==> src/rtl/parking_time_controller_pkg.sv <==
// -----------------------------------------------------------------------------
// parking_time_controller_pkg
// Shared constants, types and the FSM state encoding for the parking-time
// controller slice. Imported by the interface, the top and its sub-modules.
// -----------------------------------------------------------------------------
package parking_time_controller_pkg;

  localparam int NUM_SLOTS = 8;   // power of two, 2..16
  localparam int SLOT_W    = 3;   // log2(NUM_SLOTS)
  localparam int TIME_W    = 8;   // fixed by the shared 8-bit subtractor

  typedef logic [SLOT_W-1:0]    slot_t;
  typedef logic [TIME_W-1:0]    time_t;
  typedef logic [NUM_SLOTS-1:0] occ_t;

  typedef enum logic [1:0] {
    ST_IDLE = 2'd0,
    ST_CALC = 2'd1,
    ST_DONE = 2'd2
  } state_e;

  // Lot is full when every occupancy bit is set.
  function automatic logic all_occupied(input occ_t occ);
    return &occ;
  endfunction

endpackage

==> src/rtl/parking_time_controller_if.sv <==
// -----------------------------------------------------------------------------
// parking_time_controller_if
// Bundles the gate/keypad request handshakes, the duration valid/ready
// handshake and the status outputs of the parking-time controller.
//   master : gate sensors / keypad / billing side (drives requests, dur_ready)
//   slave  : parking_time_controller (drives acks, duration and status)
// -----------------------------------------------------------------------------
interface parking_time_controller_if;
  import parking_time_controller_pkg::*;

  logic  tick;        // time-base advance strobe
  logic  ent_req;     // entry request, level until ent_ack
  logic  ent_ack;     // one-cycle entry grant
  slot_t ent_slot;    // allocated slot, valid with ent_ack
  logic  full;        // all slots occupied
  logic  ext_req;     // exit request, level until ext_ack
  slot_t ext_slot;    // slot being vacated
  logic  ext_ack;     // one-cycle exit acceptance
  logic  ext_err;     // with ext_ack: slot was not occupied
  logic  dur_valid;   // duration available
  time_t dur;         // parking duration
  logic  dur_ready;   // consumer accepts dur
  occ_t  occupancy;   // bit i = slot i occupied
  time_t cur_time;    // current time base

  modport master (
    output tick, ent_req, ext_req, ext_slot, dur_ready,
    input  ent_ack, ent_slot, full, ext_ack, ext_err, dur_valid, dur,
           occupancy, cur_time
  );

  modport slave (
    input  tick, ent_req, ext_req, ext_slot, dur_ready,
    output ent_ack, ent_slot, full, ext_ack, ext_err, dur_valid, dur,
           occupancy, cur_time
  );

endinterface

==> src/rtl/parking_time_controller_free_slot_finder.sv <==
// -----------------------------------------------------------------------------
// free_slot_finder
// Combinational lowest-zero priority encoder over the occupancy map.
//   occupancy_i : bit i = slot i occupied
//   slot_o      : lowest-index free slot (0 when none free)
//   any_free_o  : at least one slot is free
// -----------------------------------------------------------------------------
module free_slot_finder #(
  parameter int NUM_SLOTS = 8,
  parameter int SLOT_W    = 3
) (
  input  logic [NUM_SLOTS-1:0] occupancy_i,
  output logic [SLOT_W-1:0]    slot_o,
  output logic                 any_free_o
);

  // Scan from the top down so the last hit, and therefore the winner, is the
  // lowest free index.
  always_comb begin
    slot_o     = '0;
    any_free_o = 1'b0;
    for (int i = NUM_SLOTS - 1; i >= 0; i--) begin
      if (!occupancy_i[i]) begin
        slot_o     = SLOT_W'(i);
        any_free_o = 1'b1;
      end
    end
  end

endmodule

==> src/rtl/parking_time_controller_ripple_sub.sv <==
// -----------------------------------------------------------------------------
// ripple_sub
// Shared W-bit ripple-borrow subtractor: diff_o = a_i - b_i (mod 2^W),
// built as a_i + ~b_i + 1 through a chain of full adders.
//   a_i    : minuend (exit time)
//   b_i    : subtrahend (entry time)
//   diff_o : difference
// -----------------------------------------------------------------------------
module ripple_sub #(
  parameter int W = 8
) (
  input  logic [W-1:0] a_i,
  input  logic [W-1:0] b_i,
  output logic [W-1:0] diff_o
);

  logic [W-1:0] carry;

  assign carry[0] = 1'b1;  // the +1 of the two's complement

  for (genvar gi = 0; gi < W; gi++) begin : g_bit
    logic b_n;
    assign b_n        = ~b_i[gi];
    assign diff_o[gi] = a_i[gi] ^ b_n ^ carry[gi];
    // The carry out of the top bit is the no-borrow flag, not needed here.
    if (gi < W - 1) begin : g_carry
      assign carry[gi+1] = (a_i[gi] & b_n) | (carry[gi] & (a_i[gi] ^ b_n));
    end
  end

endmodule

==> src/rtl/parking_time_controller.sv <==
// -----------------------------------------------------------------------------
// parking_time_controller
// Keeps a free-running time base, per-slot entry timestamps and an occupancy
// map; arbitrates car-entry against car-exit requests and schedules the shared
// subtractor to produce the parking duration (exit - entry, mod 256), which is
// returned over a valid/ready handshake.
//   clk   : system clock, rising edge
//   rst_n : synchronous active-low reset
//   bus   : slave side of parking_time_controller_if (requests, acks,
//           duration handshake, occupancy, full, cur_time)
// -----------------------------------------------------------------------------
module parking_time_controller
  import parking_time_controller_pkg::*;
(
  input  logic                      clk,
  input  logic                      rst_n,
  parking_time_controller_if.slave  bus
);

  // ---------------------------------------------------------------------------
  // State
  // ---------------------------------------------------------------------------
  state_e state_q, state_d;
  time_t  cur_time_q, cur_time_d;
  occ_t   occ_q, occ_d;
  time_t  ts_q [NUM_SLOTS];
  logic   rr_pri_q, rr_pri_d;        // 0: exit wins a contest, 1: entry wins
  logic   ent_ack_q, ent_ack_d;
  slot_t  ent_slot_q, ent_slot_d;
  logic   ext_ack_q, ext_ack_d;
  logic   ext_err_q, ext_err_d;
  slot_t  exit_slot_q, exit_slot_d;
  time_t  exit_time_q, exit_time_d;
  time_t  dur_q, dur_d;

  logic   ts_wr_en;
  logic   dur_valid;

  // ---------------------------------------------------------------------------
  // Helpers: free-slot search and the shared subtractor
  // ---------------------------------------------------------------------------
  slot_t free_slot;
  logic  any_free;
  time_t sub_diff;

  free_slot_finder #(
    .NUM_SLOTS (NUM_SLOTS),
    .SLOT_W    (SLOT_W)
  ) u_free_slot_finder (
    .occupancy_i (occ_q),
    .slot_o      (free_slot),
    .any_free_o  (any_free)
  );

  ripple_sub #(
    .W (TIME_W)
  ) u_ripple_sub (
    .a_i    (exit_time_q),
    .b_i    (ts_q[exit_slot_q]),
    .diff_o (sub_diff)
  );

  // ---------------------------------------------------------------------------
  // Arbitration
  // A request is still high in the cycle its ack is shown (the requester only
  // drops it after seeing the ack), so it is masked for that cycle to avoid a
  // second grant for the same car.
  // ---------------------------------------------------------------------------
  logic ent_elig, ext_elig, contested, grant_ent, grant_ext;

  assign ent_elig  = bus.ent_req & any_free & ~ent_ack_q;
  assign ext_elig  = bus.ext_req & ~ext_ack_q;
  assign contested = ent_elig & ext_elig;
  assign grant_ext = ext_elig & (~ent_elig | ~rr_pri_q);
  assign grant_ent = ent_elig & ~grant_ext;

  // ---------------------------------------------------------------------------
  // FSM process 1: state register
  // ---------------------------------------------------------------------------
  always_ff @(posedge clk) begin
    if (!rst_n) begin
      state_q <= ST_IDLE;
    end else begin
      state_q <= state_d;
    end
  end

  // ---------------------------------------------------------------------------
  // FSM process 2: next-state and datapath next values
  // ---------------------------------------------------------------------------
  always_comb begin
    state_d     = state_q;
    rr_pri_d    = rr_pri_q;
    ent_ack_d   = 1'b0;
    ent_slot_d  = ent_slot_q;
    ext_ack_d   = 1'b0;
    ext_err_d   = 1'b0;
    exit_slot_d = exit_slot_q;
    exit_time_d = exit_time_q;
    dur_d       = dur_q;
    occ_d       = occ_q;
    ts_wr_en    = 1'b0;
    // The time base runs in every state; grants in this cycle snapshot
    // cur_time_q, i.e. the pre-increment value.
    cur_time_d  = bus.tick ? cur_time_q + TIME_W'(1) : cur_time_q;

    unique case (state_q)
      ST_IDLE: begin
        if (grant_ext) begin
          ext_ack_d = 1'b1;
          if (occ_q[bus.ext_slot]) begin
            exit_slot_d           = bus.ext_slot;
            exit_time_d           = cur_time_q;
            occ_d[bus.ext_slot]   = 1'b0;
            state_d               = ST_CALC;
          end else begin
            ext_err_d = 1'b1;
          end
        end else if (grant_ent) begin
          ent_ack_d        = 1'b1;
          ent_slot_d       = free_slot;
          occ_d[free_slot] = 1'b1;
          ts_wr_en         = 1'b1;
        end
        if (contested) begin
          rr_pri_d = ~rr_pri_q;
        end
      end
      ST_CALC: begin
        dur_d   = sub_diff;
        state_d = ST_DONE;
      end
      ST_DONE: begin
        if (bus.dur_ready) begin
          state_d = ST_IDLE;
        end
      end
      default: begin
        state_d = ST_IDLE;
      end
    endcase
  end

  // ---------------------------------------------------------------------------
  // FSM process 3: outputs
  // ---------------------------------------------------------------------------
  always_comb begin
    dur_valid = (state_q == ST_DONE);
  end

  // ---------------------------------------------------------------------------
  // Datapath registers
  // ---------------------------------------------------------------------------
  always_ff @(posedge clk) begin
    if (!rst_n) begin
      cur_time_q  <= '0;
      occ_q       <= '0;
      rr_pri_q    <= 1'b0;
      ent_ack_q   <= 1'b0;
      ent_slot_q  <= '0;
      ext_ack_q   <= 1'b0;
      ext_err_q   <= 1'b0;
      exit_slot_q <= '0;
      exit_time_q <= '0;
      dur_q       <= '0;
    end else begin
      cur_time_q  <= cur_time_d;
      occ_q       <= occ_d;
      rr_pri_q    <= rr_pri_d;
      ent_ack_q   <= ent_ack_d;
      ent_slot_q  <= ent_slot_d;
      ext_ack_q   <= ext_ack_d;
      ext_err_q   <= ext_err_d;
      exit_slot_q <= exit_slot_d;
      exit_time_q <= exit_time_d;
      dur_q       <= dur_d;
    end
  end

  // Per-slot entry timestamps; only the slot picked by the finder is written.
  for (genvar gi = 0; gi < NUM_SLOTS; gi++) begin : g_ts
    always_ff @(posedge clk) begin
      if (!rst_n) begin
        ts_q[gi] <= '0;
      end else if (ts_wr_en && (free_slot == SLOT_W'(gi))) begin
        ts_q[gi] <= cur_time_q;
      end
    end
  end

  // ---------------------------------------------------------------------------
  // Interface outputs
  // ---------------------------------------------------------------------------
  assign bus.ent_ack   = ent_ack_q;
  assign bus.ent_slot  = ent_slot_q;
  assign bus.full      = all_occupied(occ_q);
  assign bus.ext_ack   = ext_ack_q;
  assign bus.ext_err   = ext_err_q;
  assign bus.dur_valid = dur_valid;
  assign bus.dur       = dur_q;
  assign bus.occupancy = occ_q;
  assign bus.cur_time  = cur_time_q;

endmodule
==> src/flat_wrapper.sv <==
// flat-port wrapper written by rule: the top's interface ports become plain ports
module parking_time_controller_flat import parking_time_controller_pkg::*;
  (clk, rst_n, bus_tick, bus_ent_req, bus_ext_req, bus_ext_slot, bus_dur_ready, bus_ent_ack, bus_ent_slot, bus_full, bus_ext_ack, bus_ext_err, bus_dur_valid, bus_dur, bus_occupancy, bus_cur_time);
  parking_time_controller_if bus_i ();
  input  logic clk;
  input  logic rst_n;
  input wire logic [$bits(bus_i.tick)-1:0] bus_tick;
  input wire logic [$bits(bus_i.ent_req)-1:0] bus_ent_req;
  input wire logic [$bits(bus_i.ext_req)-1:0] bus_ext_req;
  input wire logic [$bits(bus_i.ext_slot)-1:0] bus_ext_slot;
  input wire logic [$bits(bus_i.dur_ready)-1:0] bus_dur_ready;
  output wire logic [$bits(bus_i.ent_ack)-1:0] bus_ent_ack;
  output wire logic [$bits(bus_i.ent_slot)-1:0] bus_ent_slot;
  output wire logic [$bits(bus_i.full)-1:0] bus_full;
  output wire logic [$bits(bus_i.ext_ack)-1:0] bus_ext_ack;
  output wire logic [$bits(bus_i.ext_err)-1:0] bus_ext_err;
  output wire logic [$bits(bus_i.dur_valid)-1:0] bus_dur_valid;
  output wire logic [$bits(bus_i.dur)-1:0] bus_dur;
  output wire logic [$bits(bus_i.occupancy)-1:0] bus_occupancy;
  output wire logic [$bits(bus_i.cur_time)-1:0] bus_cur_time;
  assign bus_i.tick = bus_tick;
  assign bus_i.ent_req = bus_ent_req;
  assign bus_i.ext_req = bus_ext_req;
  assign bus_i.ext_slot = bus_ext_slot;
  assign bus_i.dur_ready = bus_dur_ready;
  assign bus_ent_ack = bus_i.ent_ack;
  assign bus_ent_slot = bus_i.ent_slot;
  assign bus_full = bus_i.full;
  assign bus_ext_ack = bus_i.ext_ack;
  assign bus_ext_err = bus_i.ext_err;
  assign bus_dur_valid = bus_i.dur_valid;
  assign bus_dur = bus_i.dur;
  assign bus_occupancy = bus_i.occupancy;
  assign bus_cur_time = bus_i.cur_time;
  parking_time_controller u_core (.clk(clk), .rst_n(rst_n), .bus(bus_i));
endmodule
==> config.mk <==
export PLATFORM = sky130hd
export DESIGN_NAME = parking_time_controller_flat
export DESIGN_NICKNAME = d
export VERILOG_FILES = /design/src/rtl/parking_time_controller_pkg.sv /design/src/rtl/parking_time_controller_if.sv /design/src/rtl/parking_time_controller_free_slot_finder.sv /design/src/rtl/parking_time_controller_ripple_sub.sv /design/src/rtl/parking_time_controller.sv /design/src/flat_wrapper.sv
export SDC_FILE = /design/constraint.sdc
export NUM_CORES = 1
export LEC_CHECK = 0
export ABC_CLOCK_PERIOD_IN_PS = 12190
export CORE_MARGIN = 1
export CORE_UTILIZATION = 60
export DETAILED_ROUTE_END_ITERATION = 8
export PLACE_DENSITY_LB_ADDON = 0.2
export SLEW_MARGIN = 0
export SYNTH_ARGS = -nofsm -noshare
export SYNTH_HDL_FRONTEND = slang
export SYNTH_SLANG_ARGS = --single-unit
==> constraint.sdc <==
create_clock -name clk -period 12.19 [get_ports clk]
set_input_delay 1.219 -clock clk [delete_from_list [all_inputs] [get_ports clk]]
set_output_delay 1.219 -clock clk [all_outputs]
set_load 0.02 [all_outputs]
==> results.ini, run 1 <==
[sta]
final.setup.tns_ns=0
max_freq_ghz=0.209
setup_violations=0
clock_skew_ns=0.00926
holdWs_ns=0.477
worst_pin_slew_ns=1.19
final-hold-violation-count=0
rsz0062_at_grt=no
slew_headroom_pct=20.1
slew_viol_final=0
fin_crit_ns=4.79
period_share_pct=39.3

[yosys]
synth_edf_count=64
syn_inst=420
syn-num-nets=437
synth.distinct_cells=47
synthFlopType=edfxtp_1
syn_area_mm2=0.00505
seq_area_frac_synth_pct=56.6
async_flop_share_pct=0
ys_warn_count=0
synth_area_per_cell_um2=12.0
synth-seq-cells=111

[route]
routed_via_density=5.98
wl_met1_um=4660
wl_met3_um=685
dr_wl_met2_um=5110
wl_per_cell_um=19.6
dr.max_layer_used=met4
firstDrtPassIters=4
via_count=3295
first_iter_violations=222
wirelength_um=10800
ant_nets=0
drcViolationCount=0

[setup_path]
rr_endpoint=u_core.bus.dur[7]
path_max_fanout=15
path_class=reg -> reg
endpoint_kind=flop
start_kind=flop
critPathRequiredTime_ns=12.41
crit_arrival_ns=5.01
reg2reg_slack_ns=7.40
r2r_cells=14

[die]
die_w_um=93.8
placement_rows=33
core_mm2=0.00818
dieArea_mm2=0.00880
pin_count=41
start_util_pct=61.8
die_h_um=93.8

[outcome]
status=completed

[power]
p_leak_nw=1.97
p_per_area_mw_per_mm2=119
vdd_drop_max_uv=66.1

[global_routing]
antenna_found_initial=0
grt_pass1_wl_um=17000
grt_pass1_vias=3150
grtUsageTotal_pct=26.8
grt_max_degree=42
grt.overflow.total=0

[placement]
dpl.hpwl_um=7350
place.gp.congestion=0.895
portBuffers=40

[worst_hold_path]
worstHoldPathType=reg -> reg
min_from=u_core.exit_time_q[3]
holdPathStages=2
hold_end=u_core.exit_time_q[3]

[cells_and_area]
num-nets-final=458
fin_util_pct=69.0
final_common_cell=and2_1
multiInputGateArea_mm2=0.00201
drive_gt1_share_pct=9.64
syn_to_final_growth_pct=11.7
fill_cells=598
antenna_cells=0
layout_common_cells=68 x and2_1, 64 x edfxtp_1, 47 x dfxtp_1, 40 x clkdlybuf4s50_1, 26 x nor2_1
regArea_mm2=0.00286

[clock_network]
cts.sinks=111
post_cts_buffers=0
tritoncts=built
cts_root_buffer=clkbuf_8
clkTransAtPathRegs_ns=0.10
clk_path_buf_depth=2
insertion_delay_ns=0.36
ctsHoldBuffers=0
h-tree-depth=3
cts_made_buffers=9
cts_resized=0

[run]
maxCapViolCount=0

==> cell families after synthesis <==
kind of cell    synth area share [%]
simple gates                    17.9
flops                           56.6
compound gates                  6.81
buf+inv                         3.56
mux                             10.8
xor+xnor                        1.39
fa+ha+maj                       2.87
==> synthesized netlist by cell type (2+ instances only) <==
cell	n	area [um2]
a211oi_1	7	52.6
a21oi_1	8	40.0
a31oi_1	2	12.5
a41o_1	2	20.0
a41oi_1	2	17.5
and2_1	68	425
and3_1	3	18.8
buf_1	3	11.3
buf_2	5	25.0
clkbuf_1	22	82.6
dfxtp_1	47	941
edfxtp_1	64	1920
fa_1	6	120
ha_1	2	25.0
inv_1	13	48.8
mux2_2	6	67.6
mux2i_1	7	70.1
mux4_2	17	383
nand2_1	25	93.8
nand2b_1	2	12.5
nand3_1	13	65.1
nand3b_1	2	15.0
nand4_1	6	37.5
nor2_1	26	97.6
nor2b_1	4	25.0
nor3_1	6	30.0
o21ai_0	22	110
o31ai_1	2	15.0
o32a_1	2	20.0
or3_1	2	12.5
or4b_1	2	20.0
xnor2_1	3	26.3
xor2_1	5	43.8
==> registers in the layout (all words and copies together), names as in the netlist, 2 cells and up, named ones only <==
| register | flops |
|---|---|
| u_core.state_q | 2 |
| u_core.bus.cur_time | 8 |
| u_core.exit_slot_q | 3 |
| u_core.bus.occupancy | 8 |
| u_core.bus.dur | 8 |
| u_core.exit_time_q | 8 |
| u_core.ts_q | 64 |
| u_core.bus.ent_slot | 3 |
==> how the worst max path moves through the flow <==
stage,endpoint,slack (ns)
finish,u_core.bus.dur[7],7.40
global route,u_core.bus.dur[7],7.12
CTS,u_core.bus.dur[7],7.37
detailed placement,u_core.bus.dur[7],7.36
global placement,u_core.bus.dur[7],7.46
floorplan,u_core.bus.dur[7],7.66
==> layout make-up <==
class	count	area share, %
clock buffer	12	2.42
sequential	111	50.7
clock inverter	4	0.665
inverter	13	0.865
multi-input combinational	264	35.6
timing repair buffer	42	7.36
tap	105	2.33
==> metal layers <==
layer	vias to the layer above	track usage (%)
li1	1543	-
met1	1615	37.7
met2	114	41.4
met3	23	3.72
met4	0	12.8
met5	-	0
==> stage by stage <==
step	area, um2	cells	power, mW	worst slack [ns]
2_1_floorplan	5050	420	0.456	7.66
3_3_place_gp	5470	535	0.476	7.46
3_5_place_dp	5470	535	0.477	7.36
4_1_cts	5640	551	0.674	7.37
5_1_grt	5640	551	0.694	7.12
6_report	5640	551	0.674	7.40
==> power breakdown <==
group          switching, mW  total [mW]  leakage [nW]  internal (mW)
logic                 0.0295      0.0515         0.855         0.0220
registers            0.00926       0.417          1.02          0.408
clock network          0.119       0.205        0.0969         0.0862
total                  0.157       0.674          1.97          0.516
==> worst max-delay path, stage by stage, from the launching register on <==
cell and delay, ns:
dfxtp_1 0.99, mux4_2 0.60, mux2_2 0.28, ha_1 0.18, inv_1 0.06, fa_1 0.15
inv_1 0.06, fa_1 0.38, fa_1 0.39, fa_1 0.38, fa_1 0.39, fa_1 0.40
xnor2_1 0.18, xnor2_1 0.14, a21oi_1 0.08
Note: power is estimated with default switching activity, not from simulation.
==> run 2, diff against run 1 <==
- ABC_CLOCK_PERIOD_IN_PS: 12190 -> 4250
- CORE_UTILIZATION: 60 -> 52
- clock period: 12.19 -> 4.25 ns (I/O delays scaled with it)
==> run 2 against run 1 <==
Setup slack got worse by 7.2 ns. Global-route usage decreased by 3.2 points. Sequential power increased to 2.9 times the previous value. Design area increased by 3.1%. Fmax increased by 18%. Die area increased by 15%. Sequential cell count unchanged. Critical path depth unchanged. Critical path type unchanged. First-iteration DRC count increased by 41%. Hold slack improved by 0.0032 ns. Register-to-register slack got worse by 7.2 ns. Total power increased to 3.0 times the previous value.
==> results.ini, run 2 (same netlist as run 1, synthesis figures left out) <==
[power]
p_leak_nw=2.05  ; +4.1%
p_per_area_mw_per_mm2=346  ; +190%
power_mw=2.02  ; +200%
vdd_drop_max_uv=189  ; +190%

[route]
first_iter_violations=314  ; +41%
wl_per_cell_um=18.4  ; -5.9%
ant_nets=0  ; unchanged
firstDrtPassIters=5  ; +1
via_count=3316  ; +0.64%
wirelength_um=10800  ; +0.24%
drcViolationCount=0  ; unchanged
routed_via_density=5.65  ; -5.5%

[setup_path]
path_max_fanout=4  ; -11
crit_top_cell=fa_1
crit_arrival_ns=4.28  ; -0.73 ns
path_buf_inv=2  ; unchanged
start_kind=flop
path_cells=mux4_2, mux2_2, ha_1, inv_1, fa_1, inv_1, fa_2, fa_2, fa_1, fa_1, fa_1, xnor2_1, xnor2_1, a21oi_1
cp_top_family=adder cells
endpoint_kind=flop
cpMaxStageDelayCell=mux4_2
path_class=reg -> reg
max_stage_delay_ns=0.52  ; -0.47 ns
critPathRequiredTime_ns=4.47  ; -7.94 ns

[die]
dieArea_mm2=0.0101  ; +15%
die_h_um=101  ; +7.3%
core_mm2=0.00933  ; +14%
placement_rows=35  ; +6.1%
die_w_um=101  ; +7.3%
start_util_pct=54.2  ; -7.6 points
pin_count=41  ; unchanged

[global_routing]
grt_pass1_wl_um=17400  ; +2.2%
grtUsageTotal_pct=23.7  ; -3.2 points
grt.overflow.total=0  ; unchanged
grt_pass1_vias=3225  ; +2.4%
antenna_found_initial=0  ; unchanged
grt_max_degree=41  ; -2.4%

[worst_hold_path]
worstHoldPathType=reg -> reg

[clock_network]
cts.sinks=111  ; unchanged
clk_path_buf_depth=2  ; unchanged
cts_made_buffers=9  ; unchanged
cts_root_buffer=clkbuf_8
h-tree-depth=3  ; unchanged
ctsHoldBuffers=0  ; unchanged
clkTransAtPathRegs_ns=0.10  ; about the same
insertion_delay_ns=0.37  ; about the same
tritoncts=built

[cells_and_area]
fin_cells=587  ; +6.5%
largest_register_ffs=64  ; unchanged
fin_util_pct=62.4  ; -6.6 points
drive_gt1_share_pct=13.1  ; +3.5 points
syn_to_final_growth_pct=15.2
multiInputGateArea_mm2=0.00202  ; +0.25%
antenna_cells=0  ; unchanged
largest-register=u_core.ts_q
regArea_mm2=0.00287  ; +0.13%
final_common_cell=and2_1
layout_common_cells=68 x and2_1, 64 x edfxtp_1, 46 x dfxtp_1, 40 x clkdlybuf4s50_1, 26 x nor2_1
num-nets-final=470  ; +2.6%
postLayoutCellArea_mm2=0.00582  ; +3.1%
fill_cells=741  ; +24%

[sta]
final.setup.tns_ns=0  ; unchanged
period_share_pct=95.5  ; +56 points
rsz0062_at_grt=no
clock_skew_ns=0.0103  ; +0.00101 ns
slew_headroom_pct=20.9  ; +0.79 points
fin_crit_ns=4.06  ; -0.736 ns
final-hold-violation-count=0  ; unchanged
max_freq_ghz=0.246  ; +18%
slew_viol_final=0  ; unchanged
setup_violations=0  ; unchanged
worst_pin_slew_ns=1.18  ; -0.00834 ns

[placement]
dpl.hpwl_um=7450  ; +1.4%
placed_cell_area_mm2=0.00558  ; +2.1%
place.gp.congestion=0.854  ; -4.6%
dp.cells=570  ; +6.5%
portBuffers=40  ; unchanged

[outcome]
status=completed

[run]
maxCapViolCount=0  ; unchanged

run 2: cell count changes in the layout (fill, tap and decap cells not counted), moves of 2 or more:
cell and delta:
clkbuf_8 +2, clkbuf_1 -2, buf_4 +11, fa_1 -2
fa_2 +2, clkbuf_16 +2
run 2: timing repair:
action                                  4_1_cts  5_1_grt
gates resized for setup                       0        5
endpoints found under the setup margin        0        2
setup buffers                                 0        1
endpoints found under the hold margin         0        0
run 2: layout make-up:
| type | instances | share of cell area, % |
|---|---|---|
| Tap cell | 129 | 2.77 |
| Multi-Input combinational cell | 264 | 34.6 |
| Clock inverter | 3 | 0.301 |
| Timing Repair Buffer | 54 | 8.75 |
| Inverter | 13 | 0.838 |
| Clock buffer | 13 | 3.46 |
| Sequential cell | 111 | 49.2 |
run 2: routing by layer:
metal,part of all wire (%),vias to the layer above,track usage (%),wire [um]
met5,0,-,0,0
met4,2.8,0,11.3,301
met3,5.6,21,3.61,601
met2,49,121,38.0,5320
met1,42,1605,31.8,4580
li1,-,1569,-,-
run 2: path summary, 6_finish.rpt:
check             slack [ns]                    end             startpoint  depth (start not counted)
setup / recovery        0.19      u_core.bus.dur[7]                   flop                         14
setup reg to reg        0.19      u_core.bus.dur[7]                   flop                         14
hold / removal          0.48  u_core.exit_time_q[0]  u_core.exit_time_q[0]                          2
hold reg to reg         0.48  u_core.exit_time_q[0]  u_core.exit_time_q[0]                          2
run 2: through the flow:
| stage | hold slack (ns) | setup WS [ns] |
|---|---|---|
| finish | 0.480 | 0.192 |
| global placement | 0.457 | 0.128 |
| CTS | 0.482 | 0.0523 |
| global route | 0.514 | 0.0215 |
| detailed placement | 0.466 | 0.0746 |
| floorplan | 0.438 | 0.0136 |
run 2: worst reg2reg max path: stages (launching register included):
cell,delay [ns]
dfxtp_4,0.39
mux4_2,0.52
mux2_2,0.29
ha_1,0.18
inv_1,0.06
fa_1,0.17
inv_1,0.06
fa_2,0.34
fa_2,0.35
fa_1,0.38
fa_1,0.38
fa_1,0.38
xnor2_1,0.20
xnor2_1,0.14
a21oi_1,0.08
run 2: power breakdown:
part,total (mW),switching (mW),internal [mW]
Combinational,0.156,0.0884,0.0678
Clock,0.666,0.349,0.317
Sequential,1.19,0.0253,1.17
